$ cat src/rtl/spi_pkg.sv
// rtl/spi_pkg.sv - shared types, defaults and edge-strobe decode for the SPI clock path
package spi_pkg;

  // Default widths, shared with the SPI master top
  localparam int DEF_DIV_W  = 8;
  localparam int DEF_BITS_W = 6;

  // Burst sequencer states
  typedef enum logic [1:0] {
    IDLE  = 2'd0,
    RUN   = 2'd1,
    GUARD = 2'd2
  } sclk_state_t;

  // Decode which strobe an SCLK edge carries; result is {sample, shift}.
  // With CPHA=0 the final trailing edge carries no shift because the last
  // bit has already been presented on the line.
  function automatic logic [1:0] edge_strobes(input logic cpha,
                                              input logic leading,
                                              input logic last_edge);
    logic sample;
    logic shift;
    if (cpha) begin
      sample = !leading;
      shift  = leading;
    end else begin
      sample = leading;
      shift  = !leading && !last_edge;
    end
    return {sample, shift};
  endfunction

endpackage

$ cat src/rtl/spi_sclk_gen_if.sv
// rtl/spi_sclk_gen_if.sv - control/config and strobe bundle between SPI control FSM and clock generator
interface spi_sclk_gen_if #(
  parameter int DIV_W  = spi_pkg::DEF_DIV_W,
  parameter int BITS_W = spi_pkg::DEF_BITS_W
) ();

  logic              start;
  logic              abort;
  logic [DIV_W-1:0]  div;
  logic [BITS_W-1:0] nbits;
  logic              cpol;
  logic              cpha;
  logic              sclk;
  logic              busy;
  logic              sample_stb;
  logic              shift_stb;
  logic              done;

  // Control FSM side: requests bursts and consumes status
  modport master (
    output start, abort, div, nbits, cpol, cpha,
    input  sclk, busy, sample_stb, shift_stb, done
  );

  // Clock generator side
  modport slave (
    input  start, abort, div, nbits, cpol, cpha,
    output sclk, busy, sample_stb, shift_stb, done
  );

endinterface

$ cat src/rtl/spi_half_period_ctr.sv
// rtl/spi_half_period_ctr.sv - loadable down-counter that reloads itself and ticks at zero
module spi_half_period_ctr #(
  parameter int W = 8
) (
  input  logic         clk,
  input  logic         rst,
  input  logic         load,
  input  logic [W-1:0] load_val,
  input  logic         en,
  input  logic [W-1:0] reload_val,
  output logic         tick
);

  logic [W-1:0] cnt;

  // tick marks the cycle in which the counter sits at zero and will reload
  assign tick = en && (cnt == '0);

  // Count down while enabled; an explicit load overrides counting
  always_ff @(posedge clk or negedge rst) begin
    if (!rst) begin
      cnt <= '0;
    end else if (load) begin
      cnt <= load_val;
    end else if (en) begin
      if (cnt == '0) begin
        cnt <= reload_val;
      end else begin
        cnt <= cnt - W'(1);
      end
    end
  end

endmodule

$ cat src/rtl/spi_sclk_gen.sv
// rtl/spi_sclk_gen.sv - programmable SPI SCLK burst generator with per-edge sample/shift strobes
module spi_sclk_gen
  import spi_pkg::*;
#(
  parameter int DIV_W  = DEF_DIV_W,
  parameter int BITS_W = DEF_BITS_W
) (
  input  logic                clk,
  input  logic                rst,
  spi_sclk_gen_if.slave       bus
);

  sclk_state_t        state;
  logic [DIV_W-1:0]   div_l;
  logic [BITS_W-1:0]  nbits_l;
  logic               cpol_l;
  logic               cpha_l;
  logic [BITS_W:0]    edge_cnt;

  logic               sclk_r;
  logic               busy_r;
  logic               sample_r;
  logic               shift_r;
  logic               done_r;

  logic               accept;
  logic               cancel;
  logic               finish;
  logic               tick;
  logic               ctr_load;
  logic [DIV_W-1:0]   ctr_load_val;
  logic               ctr_en;
  logic [BITS_W:0]    edge_nxt;
  logic               last_edge;
  logic               leading;

  // abort beats a simultaneous start; nbits=0 requests are ignored
  assign accept = (state == IDLE) && bus.start && !bus.abort && (bus.nbits != '0);
  assign cancel = (state != IDLE) && bus.abort;
  assign finish = (state == GUARD) && done_r && !bus.abort;

  assign edge_nxt  = edge_cnt + (BITS_W+1)'(1);
  assign last_edge = (edge_nxt == {nbits_l, 1'b0});
  assign leading   = edge_nxt[0];

  // The accept cycle counts as the first cycle of the first half-period, so the
  // counter starts at div-1; with div=0 the first edge is taken in the accept
  // cycle itself and the counter starts at 0 for the second edge.
  assign ctr_load     = accept || cancel || finish;
  assign ctr_load_val = (accept && (bus.div != '0)) ? (bus.div - DIV_W'(1)) : '0;
  assign ctr_en       = (state != IDLE);

  spi_half_period_ctr #(.W(DIV_W)) u_hp_ctr (
    .clk        (clk),
    .rst        (rst),
    .load       (ctr_load),
    .load_val   (ctr_load_val),
    .en         (ctr_en),
    .reload_val (div_l),
    .tick       (tick)
  );

  // Burst sequencer: latches config, walks the edges, then a guard half-period
  always_ff @(posedge clk or negedge rst) begin
    if (!rst) begin
      state    <= IDLE;
      div_l    <= '0;
      nbits_l  <= '0;
      cpol_l   <= 1'b0;
      cpha_l   <= 1'b0;
      edge_cnt <= '0;
      sclk_r   <= 1'b0;
      busy_r   <= 1'b0;
      sample_r <= 1'b0;
      shift_r  <= 1'b0;
      done_r   <= 1'b0;
    end else begin
      sample_r <= 1'b0;
      shift_r  <= 1'b0;
      done_r   <= 1'b0;
      case (state)
        IDLE: begin
          sclk_r <= bus.cpol;
          if (accept) begin
            div_l   <= bus.div;
            nbits_l <= bus.nbits;
            cpol_l  <= bus.cpol;
            cpha_l  <= bus.cpha;
            busy_r  <= 1'b1;
            state   <= RUN;
            if (bus.div == '0) begin
              sclk_r   <= ~bus.cpol;
              edge_cnt <= (BITS_W+1)'(1);
              {sample_r, shift_r} <= edge_strobes(bus.cpha, 1'b1, 1'b0);
            end else begin
              edge_cnt <= '0;
            end
          end
        end
        RUN: begin
          if (bus.abort) begin
            state    <= IDLE;
            busy_r   <= 1'b0;
            sclk_r   <= bus.cpol;
            edge_cnt <= '0;
          end else if (tick) begin
            sclk_r   <= ~sclk_r;
            edge_cnt <= edge_nxt;
            {sample_r, shift_r} <= edge_strobes(cpha_l, leading, last_edge);
            if (last_edge) begin
              state <= GUARD;
            end
          end
        end
        GUARD: begin
          if (bus.abort || done_r) begin
            state    <= IDLE;
            busy_r   <= 1'b0;
            sclk_r   <= bus.abort ? bus.cpol : cpol_l;
            edge_cnt <= '0;
          end else if (tick) begin
            done_r <= 1'b1;
          end
        end
        default: begin
          state    <= IDLE;
          busy_r   <= 1'b0;
          edge_cnt <= '0;
        end
      endcase
    end
  end

  assign bus.sclk       = sclk_r;
  assign bus.busy       = busy_r;
  assign bus.sample_stb = sample_r;
  assign bus.shift_stb  = shift_r;
  assign bus.done       = done_r;

endmodule
$ cat src/flat_wrapper.sv
// flat-port wrapper written by rule: the top's interface ports become plain ports
module spi_sclk_gen_flat import spi_pkg::*;
#(
  parameter int DIV_W  = DEF_DIV_W,
  parameter int BITS_W = DEF_BITS_W
)
  (clk, rst, bus_start, bus_abort, bus_div, bus_nbits, bus_cpol, bus_cpha, bus_sclk, bus_busy, bus_sample_stb, bus_shift_stb, bus_done);
  spi_sclk_gen_if #(.DIV_W(DIV_W), .BITS_W(BITS_W)) bus_i ();
  input  logic clk;
  input  logic rst;
  input wire logic [$bits(bus_i.start)-1:0] bus_start;
  input wire logic [$bits(bus_i.abort)-1:0] bus_abort;
  input wire logic [$bits(bus_i.div)-1:0] bus_div;
  input wire logic [$bits(bus_i.nbits)-1:0] bus_nbits;
  input wire logic [$bits(bus_i.cpol)-1:0] bus_cpol;
  input wire logic [$bits(bus_i.cpha)-1:0] bus_cpha;
  output wire logic [$bits(bus_i.sclk)-1:0] bus_sclk;
  output wire logic [$bits(bus_i.busy)-1:0] bus_busy;
  output wire logic [$bits(bus_i.sample_stb)-1:0] bus_sample_stb;
  output wire logic [$bits(bus_i.shift_stb)-1:0] bus_shift_stb;
  output wire logic [$bits(bus_i.done)-1:0] bus_done;
  assign bus_i.start = bus_start;
  assign bus_i.abort = bus_abort;
  assign bus_i.div = bus_div;
  assign bus_i.nbits = bus_nbits;
  assign bus_i.cpol = bus_cpol;
  assign bus_i.cpha = bus_cpha;
  assign bus_sclk = bus_i.sclk;
  assign bus_busy = bus_i.busy;
  assign bus_sample_stb = bus_i.sample_stb;
  assign bus_shift_stb = bus_i.shift_stb;
  assign bus_done = bus_i.done;
  spi_sclk_gen #(.DIV_W(DIV_W), .BITS_W(BITS_W)) u_core (.clk(clk), .rst(rst), .bus(bus_i));
endmodule
$ cat config.mk
export PLATFORM = sky130hd
export DESIGN_NAME = spi_sclk_gen_flat
export DESIGN_NICKNAME = d
export VERILOG_FILES = /design/src/rtl/spi_pkg.sv /design/src/rtl/spi_sclk_gen_if.sv /design/src/rtl/spi_half_period_ctr.sv /design/src/rtl/spi_sclk_gen.sv /design/src/flat_wrapper.sv
export SDC_FILE = /design/constraint.sdc
export NUM_CORES = 1
export LEC_CHECK = 0
export CAP_MARGIN = 20
export CORE_MARGIN = 2
export CORE_UTILIZATION = 56
export DETAILED_ROUTE_END_ITERATION = 16
export PLACE_DENSITY = 0.79
export SKIP_LAST_GASP = 1
export SLEW_MARGIN = 20
export SYNTH_ARGS = -nofsm -noshare
export SYNTH_HDL_FRONTEND = slang
export SYNTH_SLANG_ARGS = --single-unit
$ cat constraint.sdc
create_clock -name clk -period 3.4 [get_ports clk]
set_input_delay 0.68 -clock clk [delete_from_list [all_inputs] [get_ports clk]]
set_output_delay 0.68 -clock clk [all_outputs]
set_load 0.02 [all_outputs]
==> impl_metrics.json, run 1 <==
{
  "cts_hold_buf": 0,
  "grt_pass1_wl_um": 8770,
  "cp.required_ps": 3640,
  "tightest_slew_ps": 848,
  "drive_above_1_share": 0.0526,
  "yosysSeqAreaShare": 0.425,
  "grt_max_degree": 39,
  "startpoint_type": "flop",
  "synth_top_family_by_area": "simple AND/OR/NAND/NOR gates",
  "fin_skew_ps": 4.94,
  "clk_latency_ps": 300,
  "clockBufferDepth": 2,
  "port_buffers": 24,
  "synthMuxAreaShare": 0.00503,
  "maxCapViolCount": 0,
  "ys_async_sr_fraction": 1.00,
  "cts_sinks": 38,
  "die_y_um": 67.2,
  "grt-ovfl-total": 0,
  "gp_congestion": 0.866,
  "ys_types": 41,
  "area_delta_synth_final_pct": 17.2,
  "swShare": 0.385,
  "met3_usage": 0.0567,
  "sequentialPowerShare": 0.391,
  "final_max_slew_viol_count": 0,
  "fin_nets": 312,
  "finalWirelength_um": 5160,
  "cts_tree": "built",
  "place_hpwl_um": 3630,
  "track_usage": 0.264,
  "met2_usage": 0.427,
  "dr_total_vias": 1926,
  "post_cts_resized": 0,
  "relSlewSlack": 0.434,
  "post_synth_instance_area_um2": 2240,
  "syn-instance-count": 262,
  "yosys_warnings": 0,
  "fp-row-count": 22,
  "synth_seq_cells": 38,
  "setup_slack_ps": 478,
  "r2r_slack_ps": 480,
  "power_per_cell_area_nw_per_um2": 757,
  "cts.reportedPaths.clkPinSlew_ps": 80,
  "antennaDiodeCount": 0,
  "hold_violations": 0,
  "initial_core_util": 0.598,
  "status": "completed",
  "finalSetupTns_ps": 0,
  "crit_path_end_kind": "flop",
  "yosys.area_share.xor_xnor": 0.0845,
  "power.leakage_uw": 0.00117,
  "die_w_um": 67.2,
  "setup_viol": 0,
  "synthesis.nets": 289,
  "drc": 0,
  "finalCritPeriodShare": 0.860,
  "dpl_worst_slack_ps": 459,
  "top_usage_layer": "met2",
  "dr.pass1.iters": 4,
  "post_synth.cell_area_avg_um2": 8.54,
  "criticalPathCategory": "flop to flop",
  "synth_compound_area_frac": 0.172,
  "hp-class": "input port to asynchronous set/reset pin",
  "fmax_mhz": 342,
  "crit_arrival_ps": 3160,
  "synthAdderAreaFrac": 0.0391,
  "p_sw_uw": 764,
  "combPwrFrac": 0.406,
  "cts_root_buf": "clkbuf_8",
  "antenna_found_initial": 0,
  "grtUsageMet1": 0.350,
  "cts_buffers": 5,
  "synth_edf_count": 0,
  "dieArea_um2": 4520,
  "cp_max_fo": 10,
  "p_int_uw": 1220,
  "clkPwrFrac": 0.203,
  "ir_drop_mv": 0.592,
  "rsz0062_at_grt": "no",
  "core-area_um2": 3740,
  "viasPerCell": 5.78,
  "drtIter0Drc": 153,
  "htree_levels": 2,
  "ys.flop_type": "dfrtp_1",
  "first_global_vias": 1832,
  "cts_setup_buffers": 0,
  "period_needed_ps": 2920,
  "synthSimpleGateAreaFrac": 0.240,
  "num_io_pins": 25,
  "wl_per_cell_um": 15.5,
  "ant_nets": 0
}
sequential cells by signal, summed over array words and instances (netlist names):
name / count
u_core.bus.busy: 1
u_core.bus.done: 1
u_core.bus.sample_stb: 1
u_core.bus.sclk: 1
u_core.bus.shift_stb: 1
u_core.cpha_l: 1
u_core.cpol_l: 1
u_core.div_l: 8
u_core.edge_cnt: 7
u_core.nbits_l: 6
u_core.state: 2
u_core.u_hp_ctr.cnt: 8
worst max-delay path: stages, from the launching register on:
cell     delay (ps)
dfrtp_1         420
inv_1            70
ha_1            190
or4b_4          510
or4_1           480
or4_1           680
or3b_1          420
nand2_1          70
cell usage after synthesis, types with 2 or more instances:
cell type  count  area, um2
xnor2_1       13        114
a21oi_1        7       35.0
xor2_1         6       52.6
a211oi_1       2       15.0
o21a_1         2       15.0
nor3_1         8       40.0
or4_1          2       15.0
a31oi_1        2       12.5
inv_1         10       37.5
nand3b_1       3       22.5
o221ai_1       2       17.5
clkbuf_1       9       33.8
a221oi_1       2       17.5
dfrtp_1       38        951
o211ai_1       2       15.0
nor3b_1        2       15.0
a22o_1         3       26.3
or3b_2         2       17.5
nor2b_1        3       18.8
nand2b_1       2       12.5
ha_1           7       87.6
nand2_1       57        214
nand3_1        8       40.0
and3_1         4       25.0
o32ai_1        2       17.5
o21ai_0       23        115
o22a_1         5       43.8
nor2_1        23       86.3
per-layer routing:
layer | part of all wire | routed length (um)
met1 | 0.46 | 2390
met5 | 0 | 0
met2 | 0.47 | 2420
met4 | 0.017 | 90
met3 | 0.050 | 260
cell type report:
type | count | area (um2)
clock inverters | 1 | 30.0
fillers | 330 | 1120
inverters | 10 | 37.5
repair buffers | 26 | 250
flip-flops and latches | 38 | 951
clock buffers | 6 | 82.6
well taps | 48 | 60.1
multi-input cells | 204 | 1210
per-stage QoR:
step	hold slack, ps	instance area [um2]	util	total power [uW]	std cells
floorplan	384	2240	-	1350	262
global placement	453	2510	0.670	1550	326
detailed placement	463	2510	0.670	1570	326
CTS	481	2620	0.700	1980	333
global route	512	2620	0.700	2130	333
finish	476	2620	0.700	1980	333
logic make-up (layout without fill, tap and decap cells):
kind of cell / count (synthesis) / count (layout)
buffers and inverters: 20 / 43
AOI/OAI and AO/OA: 59 / 59
muxes: 1 / 1
adders and majority gates: 7 / 7
xor gates and xnor gates: 20 / 20
and+or+nand+nor: 117 / 117
DFF: 38 / 38
cells in the final DEF (no fill, tap or decap), drive strengths merged, types with 2 or more instances in the layout:
cell,synthesis,final
nand2,57,57
nand3,8,8
o211ai,2,2
or3b,3,3
nand3b,3,3
o21a,2,2
a21oi,7,7
o32ai,2,2
xnor2,13,13
nor3,8,8
nor2b,3,3
and3,4,4
dfrtp,38,38
nor3b,2,2
nand2b,2,2
clkdlybuf4s50,0,23
clkbuf,9,6
xor2,6,6
inv,10,10
a221oi,2,2
a22o,3,3
o22a,5,5
or4,2,2
ha,7,7
buf,1,3
nor2,23,23
o221ai,2,2
a211oi,2,2
a31oi,2,2
o21ai,24,24
worst paths after layout:
kind,from,to,cells past startpoint
max,u_core.u_hp_ctr.cnt[0],u_core.edge_cnt[5],7
min,rst,u_core.edge_cnt[2],1
max reg2reg,u_core.u_hp_ctr.cnt[0],u_core.edge_cnt[5],7
min reg2reg,u_core.div_l[2],u_core.div_l[2],2
max in group asynchronous,rst,u_core.div_l[0],1
min in group clk,u_core.div_l[2],u_core.div_l[2],2
power by group through the flow:
stage / clock, uW / sequential [uW] / combinational [uW]
after detailed placement: 0 / 777 / 794
after global routing: 429 / 797 / 909
final: 403 / 775 / 804
after floorplan: 0 / 751 / 601
after global placement: 0 / 771 / 775
after CTS: 407 / 771 / 802
Power figures use the tool's default switching activity.
==> run 2: changes to the inputs <==
CORE_UTILIZATION = 40   (was 56)
PLACE_DENSITY = unset   (was 0.79)
==> run 2 against run 1 <==
Compared with the run above:
- critical path depth unchanged
- register-to-register slack better by 40 ps
- worst setup slack better by 37 ps
- sequential cell count is the same
- clock skew increased by 2.6 ps
- first-iteration DRC count is 31% lower
- final area is 0.43% higher
- fmax grew 1.3%
- critical endpoint unchanged
- cell count rose by 7.8%
- die area grew 37%
- worst hold slack gained 0.74 ps
==> impl_metrics.json, run 2 (synthesis results as in run 1) <==
{
  "fin_skew_ps": 7.52,
  "most-common-layout-cells": "nand2_1 (57), dfrtp_1 (38), nor2_1 (23), o21ai_0 (23), clkdlybuf4s50_1 (23)",
  "wl_per_cell_um": 14.6,
  "clkPwrFrac": 0.159,
  "maxCapViolCount": 0,
  "antenna_found_initial": 0,
  "grt_max_degree": 39,
  "placed_cells": 352,
  "hold_violations": 0,
  "clk_latency_ps": 290,
  "viasPerCell": 5.28,
  "cp_max_fo": 10,
  "grt-ovfl-total": 0,
  "top_regs": "u_core.div_l x8, u_core.u_hp_ctr.cnt x8, u_core.edge_cnt x7",
  "fmax_mhz": 347,
  "finalWirelength_um": 5230,
  "cts_root_buf": "clkbuf_8",
  "die_y_um": 78.8,
  "crit_arrival_ps": 3120,
  "cts_buffers": 5,
  "power.leakage_uw": 0.00117,
  "relSlewSlack": 0.417,
  "finalCritPeriodShare": 0.849,
  "period_needed_ps": 2890,
  "die_w_um": 78.8,
  "cts.reportedPaths.clkPinSlew_ps": 80,
  "area_delta_synth_final_pct": 17.7,
  "status": "completed",
  "drtIter0Drc": 105,
  "clockBufferDepth": 2,
  "track_usage": 0.183,
  "combPwrFrac": 0.434,
  "grt_pass1_wl_um": 8860,
  "fin_util": 0.484,
  "htree_levels": 2,
  "p_sw_uw": 750,
  "port_buffers": 24,
  "final_area_um2": 2630,
  "cp.required_ps": 3640,
  "setup_viol": 0,
  "place_hpwl_um": 3700,
  "fp-row-count": 27,
  "cts_setup_buffers": 0,
  "layout.cells.non_filler": 359,
  "dieArea_um2": 6210,
  "initial_core_util": 0.411,
  "cts_sinks": 38,
  "gp_congestion": 0.788,
  "cts_hold_buf": 0,
  "drc": 0,
  "sequentialPowerShare": 0.407,
  "final_max_slew_viol_count": 0,
  "first_global_vias": 1935,
  "ir_drop_mv": 0.480,
  "post_cts_resized": 0,
  "cts_tree": "built",
  "dr_total_vias": 1894,
  "finalSetupTns_ps": 0,
  "tightest_slew_ps": 874,
  "core-area_um2": 5440,
  "place_area_um2": 2550,
  "dr.pass1.iters": 4,
  "drive_above_1_share": 0.0592,
  "final_common_cell": "nand2_1",
  "crit_path_end_kind": "flop",
  "p_int_uw": 1140,
  "num_io_pins": 25,
  "fin_nets": 314,
  "startpoint_type": "flop",
  "power_per_cell_area_nw_per_um2": 719,
  "ant_nets": 0,
  "hp-class": "flop to flop",
  "fin_total_pwr_uw": 1890,
  "criticalPathCategory": "flop to flop",
  "antennaDiodeCount": 0,
  "swShare": 0.396,
  "rsz0062_at_grt": "no"
}
run 2: cell count changes in the layout (fill, tap and decap cells not counted), sizes merged:
cell,delta
buf,+2
clkinv,+2
bufinv,-1
clkbuf,-1
run 2: worst paths after layout:
check	slack, ps	to	from	depth (start not counted)
hold reg to reg	480	u_core.div_l[5]	u_core.div_l[5]	2
min in group asynchronous	500	u_core.edge_cnt[5]	rst	1
setup reg to reg	510	u_core.edge_cnt[5]	u_core.u_hp_ctr.cnt[0]	7
hold / removal	480	u_core.div_l[5]	u_core.div_l[5]	2
setup / recovery	510	u_core.edge_cnt[5]	u_core.u_hp_ctr.cnt[0]	7
max in group asynchronous	2350	u_core.u_hp_ctr.cnt[5]	rst	1
run 2: stage by stage:
step	hold slack [ps]	setup slack, ps
5_1_grt	516	366
3_3_place_gp	455	542
2_1_floorplan	384	661
6_report	477	515
4_1_cts	478	519
3_5_place_dp	460	490
run 2: worst max-delay path: stages, from the launching register on:
cell and delay [ps]:
dfrtp_1 410, inv_1 70, ha_1 190, or4b_4 520, or4_1 460, or4_1 680, or3b_1 430, nand2_1 70
run 2: power by group through the flow:
stage | combinational [uW] | clock (uW) | sequential [uW]
final | 822 | 302 | 771
after global routing | 933 | 326 | 794
after detailed placement | 824 | 0 | 778
after floorplan | 601 | 0 | 751
after global placement | 816 | 0 | 778
after CTS | 828 | 310 | 770
run 2: cell type report:
| type | instances | area [um2] |
|---|---|---|
| Clock buffer | 5 | 68.8 |
| Clock inverter | 2 | 10.0 |
| Fill cell | 543 | 2810 |
| Inverter | 10 | 37.5 |
| Multi-Input combinational cell | 204 | 1210 |
| Sequential cell | 38 | 951 |
| Tap cell | 72 | 90.1 |
| Timing Repair Buffer | 28 | 265 |
run 2: metal layers:
layer | up-vias | global-route usage | part of all wire | wire [um]
li1 | 962 | - | - | -
met1 | 897 | 0.241 | 0.49 | 2540
met2 | 29 | 0.293 | 0.47 | 2470
met3 | 6 | 0.0341 | 0.027 | 140
met4 | 0 | 0.0825 | 0.014 | 75
met5 | - | 0 | 0 | 0
==> run 3: changes to the inputs <==
clock period = 2.95 ns   (was 3.4 ns; I/O delays follow)
==> run 3 against run 2 <==
Compared with the run above:
- worst hold slack got worse by 71 ps
- critical path depth rose by 2
- utilization rose by 1.9 points
- routed wire length rose by 0.29%
- first-iteration DRC count fell by 35%
- die area did not move
==> impl_metrics.json, run 3 (synthesis results as in run 1) <==
{
  "status": "completed",
  "cp_max_fo": 9,
  "viasPerCell": 5.26,
  "cts_buffers": 5,
  "rsz0062_at_grt": "no",
  "hold_violations": 0,
  "maxCapViolCount": 0,
  "cts_tree": "built",
  "tightest_slew_ps": 862,
  "most-common-layout-cells": "nand2_1 (57), dfrtp_1 (38), nor2_1 (23), o21ai_0 (23), clkdlybuf4s50_1 (23)",
  "crit_path_end_kind": "flop",
  "htree_levels": 2,
  "antenna_found_initial": 0,
  "first_global_vias": 1841,
  "power.leakage_uw": 0.00122,
  "drive_above_1_share": 0.0816,
  "finalSetupTns_ps": 0,
  "clockBufferDepth": 2,
  "crit_buf_inv": 2,
  "dieArea_um2": 6210,
  "finalCritPeriodShare": 0.938,
  "grt_max_degree": 39,
  "fin_nets": 320,
  "ant_nets": 0,
  "fp-row-count": 27,
  "cts_sinks": 38,
  "post_cts_resized": 0,
  "setup_viol": 0,
  "cts.reportedPaths.clkPinSlew_ps": 80,
  "power_per_cell_area_nw_per_um2": 866,
  "critical_path.max_stage_delay_ps": 520,
  "fmax_mhz": 361,
  "hp-class": "input port to asynchronous set/reset pin",
  "finalWirelength_um": 5240,
  "dr.pass1.iters": 4,
  "cts_hold_buf": 0,
  "top_regs": "u_core.div_l x8, u_core.u_hp_ctr.cnt x8, u_core.edge_cnt x7",
  "track_usage": 0.179,
  "place_hpwl_um": 3860,
  "fin_total_pwr_uw": 2370,
  "final_max_slew_viol_count": 0,
  "die_y_um": 78.8,
  "critical-path-top-delay-family": "simple AND/OR/NAND/NOR gates",
  "cts_root_buf": "clkbuf_8",
  "ir_drop_mv": 0.519,
  "cp.required_ps": 3140,
  "num-fill-cells": 518,
  "drtIter0Drc": 68,
  "critPathSlowestCell": "or4_1",
  "core-area_um2": 5440,
  "port_buffers": 24,
  "clk_latency_ps": 290,
  "critPathMostFrequentCell": "or4_1",
  "grt-ovfl-total": 0,
  "final_common_cell": "nand2_1",
  "period_needed_ps": 2770,
  "area_delta_synth_final_pct": 22.3,
  "r2r_slack_ps": 180,
  "die_w_um": 78.8,
  "antennaDiodeCount": 0,
  "wl_per_cell_um": 14.3,
  "criticalPathCategory": "flop to flop",
  "grt_pass1_wl_um": 8670,
  "num_io_pins": 25,
  "cts_setup_buffers": 0,
  "crit_arrival_ps": 2950,
  "fin_skew_ps": 13.9,
  "dr_total_vias": 1925,
  "relSlewSlack": 0.425,
  "gp_congestion": 0.818,
  "path_cells": "inv_1 -> ha_1 -> or4b_4 -> or4_1 -> or4_1 -> buf_4 -> nor2_1 -> o21ai_0 -> o31ai_1",
  "initial_core_util": 0.411,
  "drc": 0,
  "startpoint_type": "flop"
}
[run 3: cell types whose count changed in the layout (fill, tap and decap cells not counted)]
| cell | before | now |
|---|---|---|
| clkinv_4 | 0 | 1 |
| buf_4 | 4 | 10 |
| clkinv_2 | 2 | 0 |
| bufinv_16 | 0 | 2 |
[run 3: cell type report]
| type | count | area [um2] | area share |
|---|---|---|---|
| sequential | 38 | 951 | 0.348 |
| inverter | 10 | 37.5 | 0.0137 |
| clock inverter | 3 | 68.8 | 0.0251 |
| tap | 72 | 90.1 | 0.0329 |
| timing repair buffer | 34 | 310 | 0.113 |
| multi-input combinational | 204 | 1210 | 0.442 |
| clock buffer | 5 | 68.8 | 0.0251 |
[run 3: routing by layer]
metal  global-route usage  part of all wire  up-vias
met4               0.0474            0.0095        0
met2                0.297              0.46       43
met1                0.240              0.49      901
met3               0.0341             0.033        6
li1                     -                 -      975
met5                    0                 0        -
[run 3: report_power, final]
group / internal (uW) / switching, uW / total [uW]
Sequential: 716 / 175 / 891
Combinational: 447 / 502 / 950
Clock: 339 / 191 / 530
Total: 1500 / 867 / 2370
[run 3: worst reg2reg max path: cells and delay by family (launching register included)]
family,cells,cell delay (ps)
simple gates,4,1600
compound gates,2,200
flops,1,420
fa+ha+maj,1,190
buf+inv,2,260
[run 3: final timing paths]
check / startpoint / endpoint / depth (start not counted)
hold / removal: rst / u_core.nbits_l[3] / 1
setup reg to reg: u_core.u_hp_ctr.cnt[0] / u_core.edge_cnt[3] / 9
min in group clk: u_core.div_l[2] / u_core.div_l[2] / 2
max in group asynchronous: rst / u_core.div_l[6] / 1
setup / recovery: u_core.u_hp_ctr.cnt[0] / u_core.edge_cnt[3] / 9
hold reg to reg: u_core.div_l[2] / u_core.div_l[2] / 2
[run 3: stage by stage]
step	setup slack, ps	cell area (um2)	hold WS (ps)	util	instances
3_3_place_gp	361	2600	465	0.478	358
6_report	182	2740	406	0.503	366
2_1_floorplan	211	2240	294	-	262
4_1_cts	189	2740	441	0.503	366
3_5_place_dp	219	2600	463	0.478	358
5_1_grt	0.532	2740	474	0.503	366
